`src/rtl/mem_arbiter_if.sv`:
```
// Bundle of the I-cache, D-cache and block-memory handshake signals around mem_arbiter.
// The arbiter uses the slave view; the cache/memory environment uses the master view.
interface mem_arbiter_if #(
  parameter int ADDR_W = 28,
  parameter int DATA_W = 128
);
  logic              i_read;
  logic [ADDR_W-1:0] i_address;
  logic [DATA_W-1:0] i_readdata;
  logic              i_busywait;

  logic              d_read;
  logic              d_write;
  logic [ADDR_W-1:0] d_address;
  logic [DATA_W-1:0] d_writedata;
  logic [DATA_W-1:0] d_readdata;
  logic              d_busywait;

  logic              mem_read;
  logic              mem_write;
  logic [ADDR_W-1:0] mem_address;
  logic [DATA_W-1:0] mem_writedata;
  logic [DATA_W-1:0] mem_readdata;
  logic              mem_busywait;

  modport slave (
    input  i_read, i_address, d_read, d_write, d_address, d_writedata,
           mem_readdata, mem_busywait,
    output i_readdata, i_busywait, d_readdata, d_busywait,
           mem_read, mem_write, mem_address, mem_writedata
  );

  modport master (
    output i_read, i_address, d_read, d_write, d_address, d_writedata,
           mem_readdata, mem_busywait,
    input  i_readdata, i_busywait, d_readdata, d_busywait,
           mem_read, mem_write, mem_address, mem_writedata
  );
endinterface

```
`src/rtl/mem_arbiter.sv`:
```
// Round-robin arbiter sharing one block data memory between the I-cache (read-only)
// and the D-cache (read/write); one latched block transfer at a time.
module mem_arbiter #(
  parameter int ADDR_W = 28,
  parameter int DATA_W = 128
) (
  input  logic          clock,
  input  logic          reset,
  mem_arbiter_if.slave  bus
);

  typedef enum logic [1:0] {IDLE, SERVE, RELEASE} state_t;
  typedef enum logic {PORT_I, PORT_D} port_t;

  state_t            state;
  port_t             gnt;
  port_t             last;
  port_t             winner;
  logic              started;
  logic              op_wr;
  logic [ADDR_W-1:0] op_addr;
  logic [DATA_W-1:0] op_wdata;
  logic [DATA_W-1:0] i_rdata_q;
  logic [DATA_W-1:0] d_rdata_q;

  logic req_i;
  logic req_d;
  logic in_serve;
  logic done;

  assign req_i    = bus.i_read;
  assign req_d    = bus.d_read | bus.d_write;
  assign in_serve = (state == SERVE);
  // started guarantees the memory has acknowledged the strobe before we trust busywait low
  assign done     = in_serve & started & ~bus.mem_busywait;

  always_comb begin
    winner = PORT_D;
    if (req_i && req_d)
      winner = (last == PORT_I) ? PORT_D : PORT_I;
    else if (req_i)
      winner = PORT_I;
  end

  assign bus.mem_read      = in_serve & ~op_wr;
  assign bus.mem_write     = in_serve & op_wr;
  assign bus.mem_address   = in_serve ? op_addr : '0;
  assign bus.mem_writedata = (in_serve && op_wr) ? op_wdata : '0;

  assign bus.i_busywait = req_i & ~(done & (gnt == PORT_I));
  assign bus.d_busywait = req_d & ~(done & (gnt == PORT_D));
  assign bus.i_readdata = i_rdata_q;
  assign bus.d_readdata = d_rdata_q;

  always_ff @(posedge clock or posedge reset) begin
    if (reset) begin
      state     <= IDLE;
      gnt       <= PORT_I;
      last      <= PORT_D;
      started   <= 1'b0;
      op_wr     <= 1'b0;
      op_addr   <= '0;
      op_wdata  <= '0;
      i_rdata_q <= '0;
      d_rdata_q <= '0;
    end else begin
      case (state)
        IDLE: begin
          if (req_i || req_d) begin
            gnt     <= winner;
            last    <= winner;
            started <= 1'b0;
            state   <= SERVE;
            if (winner == PORT_I) begin
              op_wr    <= 1'b0;
              op_addr  <= bus.i_address;
              op_wdata <= '0;
            end else begin
              op_wr    <= bus.d_write;
              op_addr  <= bus.d_address;
              op_wdata <= bus.d_writedata;
            end
          end
        end
        SERVE: begin
          if (bus.mem_busywait)
            started <= 1'b1;
          if (done) begin
            if (!op_wr) begin
              if (gnt == PORT_I)
                i_rdata_q <= bus.mem_readdata;
              else
                d_rdata_q <= bus.mem_readdata;
            end
            state <= RELEASE;
          end
        end
        RELEASE: state <= IDLE;
        default: state <= IDLE;
      endcase
    end
  end

endmodule

```
`src/flat_wrapper.sv`:
```
// flat-port wrapper written by rule: the top's interface ports become plain ports
module mem_arbiter_flat 
#(
  parameter int ADDR_W = 28,
  parameter int DATA_W = 128
)
  (clock, reset, bus_i_read, bus_i_address, bus_d_read, bus_d_write, bus_d_address, bus_d_writedata, bus_mem_readdata, bus_mem_busywait, bus_i_readdata, bus_i_busywait, bus_d_readdata, bus_d_busywait, bus_mem_read, bus_mem_write, bus_mem_address, bus_mem_writedata);
  mem_arbiter_if #(.ADDR_W(ADDR_W), .DATA_W(DATA_W)) bus_i ();
  input  logic clock;
  input  logic reset;
  input wire logic [$bits(bus_i.i_read)-1:0] bus_i_read;
  input wire logic [$bits(bus_i.i_address)-1:0] bus_i_address;
  input wire logic [$bits(bus_i.d_read)-1:0] bus_d_read;
  input wire logic [$bits(bus_i.d_write)-1:0] bus_d_write;
  input wire logic [$bits(bus_i.d_address)-1:0] bus_d_address;
  input wire logic [$bits(bus_i.d_writedata)-1:0] bus_d_writedata;
  input wire logic [$bits(bus_i.mem_readdata)-1:0] bus_mem_readdata;
  input wire logic [$bits(bus_i.mem_busywait)-1:0] bus_mem_busywait;
  output wire logic [$bits(bus_i.i_readdata)-1:0] bus_i_readdata;
  output wire logic [$bits(bus_i.i_busywait)-1:0] bus_i_busywait;
  output wire logic [$bits(bus_i.d_readdata)-1:0] bus_d_readdata;
  output wire logic [$bits(bus_i.d_busywait)-1:0] bus_d_busywait;
  output wire logic [$bits(bus_i.mem_read)-1:0] bus_mem_read;
  output wire logic [$bits(bus_i.mem_write)-1:0] bus_mem_write;
  output wire logic [$bits(bus_i.mem_address)-1:0] bus_mem_address;
  output wire logic [$bits(bus_i.mem_writedata)-1:0] bus_mem_writedata;
  assign bus_i.i_read = bus_i_read;
  assign bus_i.i_address = bus_i_address;
  assign bus_i.d_read = bus_d_read;
  assign bus_i.d_write = bus_d_write;
  assign bus_i.d_address = bus_d_address;
  assign bus_i.d_writedata = bus_d_writedata;
  assign bus_i.mem_readdata = bus_mem_readdata;
  assign bus_i.mem_busywait = bus_mem_busywait;
  assign bus_i_readdata = bus_i.i_readdata;
  assign bus_i_busywait = bus_i.i_busywait;
  assign bus_d_readdata = bus_i.d_readdata;
  assign bus_d_busywait = bus_i.d_busywait;
  assign bus_mem_read = bus_i.mem_read;
  assign bus_mem_write = bus_i.mem_write;
  assign bus_mem_address = bus_i.mem_address;
  assign bus_mem_writedata = bus_i.mem_writedata;
  mem_arbiter #(.ADDR_W(ADDR_W), .DATA_W(DATA_W)) u_core (.clock(clock), .reset(reset), .bus(bus_i));
endmodule
```
`config.mk`:
```
export PLATFORM = sky130hd
export DESIGN_NAME = mem_arbiter_flat
export DESIGN_NICKNAME = d
export VERILOG_FILES = /design/src/rtl/mem_arbiter_if.sv /design/src/rtl/mem_arbiter.sv /design/src/flat_wrapper.sv
export SDC_FILE = /design/constraint.sdc
export NUM_CORES = 1
export LEC_CHECK = 0
export ABC_CLOCK_PERIOD_IN_PS = 17200
export CAP_MARGIN = 10
export CORE_AREA = 2 2 289 291
export CTS_CLUSTER_DIAMETER = 80
export CTS_CLUSTER_SIZE = 28
export DETAILED_ROUTE_END_ITERATION = 16
export DIE_AREA = 0 0 291 293
export GPL_TIMING_DRIVEN = 0
export PLACE_DENSITY = 0.46
export SYNTH_ARGS = -nofsm -noshare
export SYNTH_HDL_FRONTEND = slang
export SYNTH_SLANG_ARGS = --single-unit
export TNS_END_PERCENT = 1
```
`constraint.sdc`:
```
create_clock -name clock -period 17.2 [get_ports clock]
set_clock_uncertainty 0.05 [all_clocks]
set_input_delay 2.58 -clock clock [delete_from_list [all_inputs] [get_ports clock]]
set_output_delay 2.58 -clock clock [all_outputs]
set_load 0.05 [all_outputs]
```
==> out/qor.csv <==
stage,metric,value,unit
run_status,status,finished clean,
timing,period_share,44.0,%
cts,clkSinkCount,418,
global_route,grt_pass1_vias,14400,
synthesis,synthArstFlopShare,100,%
critical_path,worst_setup_path_end_kind,primary output,
place,place.gp.congestion,0.807,
timing,worstMarginPinSlew,0.869,ns
floorplan,start_util,20.5,%
cts,clock_latency,0.60,ns
timing,rsz0062_at_grt,false,
power,peakVddDrop,0.0784,mV
drt,drcViolationCount,0,
drt,via_count,13400,
floorplan,die-area,85300,um^2
cts,cts_buffer_depth,3,
synthesis,synth_nets,1524,
global_route,grt_pass1_wl,98.6,mm
synthesis,syn_area_per_cell,13.9,um^2
drt,drtAntennaViolNets,0,
cells_and_area,fill_cells,8182,
cts,cts_inserted_buffers,31,
timing,setup_viol,0,
synthesis,synthFlopType,dfrtp_1,
drt,post_drt_via_cell_ratio,4.36,
floorplan,die_h,293,um
synthesis,syn_area,16800,um^2
timing,slew_headroom,42.0,%
cells_and_area,drive_above_1_share,18.5,%
drt,wire_per_inst,22.0,um
synthesis,yosysTopAreaCellShare,62.1,%
synthesis,yosysMostFrequentCell,dfrtp_1,
drt,drtPass1Iterations,5,
flow_run,cap_violations,0,
cts,hold_buffers,0,
cells_and_area,post-route-util,32.6,%
critical_path,required,14.57,ns
timing,fmax,0.132,GHz
critical_path,crit_arrival,4.94,ns
synthesis,synthDistinctLibCells,27,
cts,path_clk_slew,0.09,ns
cts,post_cts_buffers,0,
synthesis,seq_area_frac_synth,62.2,%
critical_path,cp_max_fo,10,
floorplan,pin_count,734,
place,io_buffers,733,
floorplan,core_area,81800,um^2
timing,hold_viol,0,
timing,whs,0.453,ns
place,hpwlAfterDp,52.4,mm
floorplan,row_count,105,
drt,drt_iter0_markers,481,
timing,worst_slack,9.63,ns
global_route,grt_usage,15.2,%
global_route,grt_overflow_total,0,
synthesis,synth-seq-cells,418,
worst_hold_path,min_path_type,reg -> reg,
global_route,antenna_found_initial,14,
synthesis,synth_cells,1206,
cts,cts_resized,0,
power,p_leak,11.4,nW
cts,clockRootBuffer,clkbuf_16,
cts,htreeDepth,1,
place,pre_cts_ws,9.64,ns
power,power,5.92,mW
timing,period_needed,7.57,ns
synthesis,synth_edf_count,0,
synthesis,yosys_warnings,0,
drt,wl,67.5,mm
critical_path,worstSetupPathType,in -> out,
floorplan,die_w,291,um
cells_and_area,final_nets,2293,
synthesis,synthTopCellsByCount,"dfrtp_1, mux2_2, a22o_1, and3_1, clkbuf_1",
global_route,grt_start_max_net_pins,125,
synthesis,yosysTopAreaCell,dfrtp_1,
synthesis,synth.area.top_cells,"dfrtp_1, mux2_2, a22o_1",
cells_and_area,area_growth,58.9,%
critical_path,worstSetupStartpointType,primary input,
timing,slew_viol_final,0,
cts,tritoncts,yes,
power,power.density,222,nW/um^2
-- metal layers --
metal | part of all wire (%) | track usage [%]
met5 | 0.11 | 0
met4 | 2.2 | 3.70
met3 | 8.9 | 5.36
met2 | 51 | 27.4
met1 | 38 | 17.1
-- power by group --
group | internal [mW] | total [mW] | switching [mW]
Sequential | 1.45 | 1.69 | 0.242
Combinational | 1.22 | 3.41 | 2.20
Clock | 0.372 | 0.821 | 0.449
Total | 3.03 | 5.92 | 2.89
-- worst max-delay path, cell delays in order --
cell and delay (ns):
clkdlybuf4s50_1 0.67, inv_1 0.10, clkbuf_1 0.25, clkbuf_1 0.28, nor2_1 0.22, clkdlybuf4s50_1 0.84
-- final timing paths --
path / start / to / slack [ns] / depth (start not counted)
worst max register to register: u_core.state[1] / u_core.bus.i_readdata[119] / 14.66 / 5
max in group asynchronous: reset / u_core.bus.i_readdata[12] / 13.02 / 4
worst min register to register: u_core.op_wdata[58] / u_core.op_wdata[58] / 0.45 / 1
min in group asynchronous: reset / u_core.bus.i_readdata[110] / 2.37 / 2
worst max-delay path: bus_i_read / bus_i_busywait / 9.63 / 6
worst min-delay path: u_core.op_wdata[58] / u_core.op_wdata[58] / 0.45 / 1
-- cell type report --
| type | count | area (um^2) | share of cell area (%) |
|---|---|---|---|
| inverters | 4 | 22.5 | 0.0843 |
| multi-input cells | 676 | 5740 | 21.5 |
| plain buffers | 108 | 594 | 2.22 |
| flip-flops and latches | 418 | 10500 | 39.2 |
| diodes | 4 | 10.0 | 0.0375 |
| clock inverters | 25 | 338 | 1.26 |
| repair buffers | 736 | 7420 | 27.8 |
| clock buffers | 32 | 790 | 2.96 |
| well taps | 1070 | 1340 | 5.01 |
-- through the flow --
| step | instance area [um^2] | TNS (ns) | cells |
|---|---|---|---|
| 2_1_floorplan | 16800 | 0 | 1206 |
| 3_3_place_gp | 25500 | -1180.05 | 3009 |
| 3_5_place_dp | 25600 | 0 | 3012 |
| 4_1_cts | 26700 | 0 | 3069 |
| 5_1_grt | 26700 | 0 | 3071 |
| 6_report | 26700 | 0 | 3073 |
-- layout by cell type (no fill, tap or decap), types with 2 or more instances in the layout --
cell	netlist	layout
clkdlybuf4s50_1	0	733
dfrtp_1	417	417
mux2_2	256	256
a22o_1	129	129
and3_1	128	128
clkbuf_1	59	59
clkbuf_16	0	31
and2_1	30	30
a21oi_1	30	30
nand3_1	28	28
a31oi_1	28	28
o21ai_0	26	26
buf_4	21	21
buf_2	16	16
buf_6	12	12
inv_8	0	8
nor2_1	5	5
diode_2	0	4
inv_12	0	4
clkinv_8	0	4
inv_6	0	4
inv_1	4	3
o21ai_1	3	3
buf_16	0	3
nand2_1	2	2
nor2b_1	2	2
a21o_1	2	2
inv_16	0	2
clkinvlp_4	0	2
-- cells by family (layout without fill, tap and decap cells) --
logic type / count (synthesis) / in the layout / synth area share [%]
compound gates: 221 / 221 / 9.88
buf+inv: 112 / 905 / 3.62
flops: 418 / 418 / 62.2
mux: 256 / 256 / 17.1
other cells: 0 / 4 / 0
simple gates: 199 / 199 / 7.12
-- sequential cells by signal, indices dropped and copies added, names as in the netlist --
register,count
u_core.bus.i_readdata,128
u_core.state,2
u_core.gnt,1
u_core.last,1
u_core.op_addr,28
u_core.started,1
u_core.bus.d_readdata,128
u_core.op_wr,1
u_core.op_wdata,128
(Power assumes the default switching activity.)
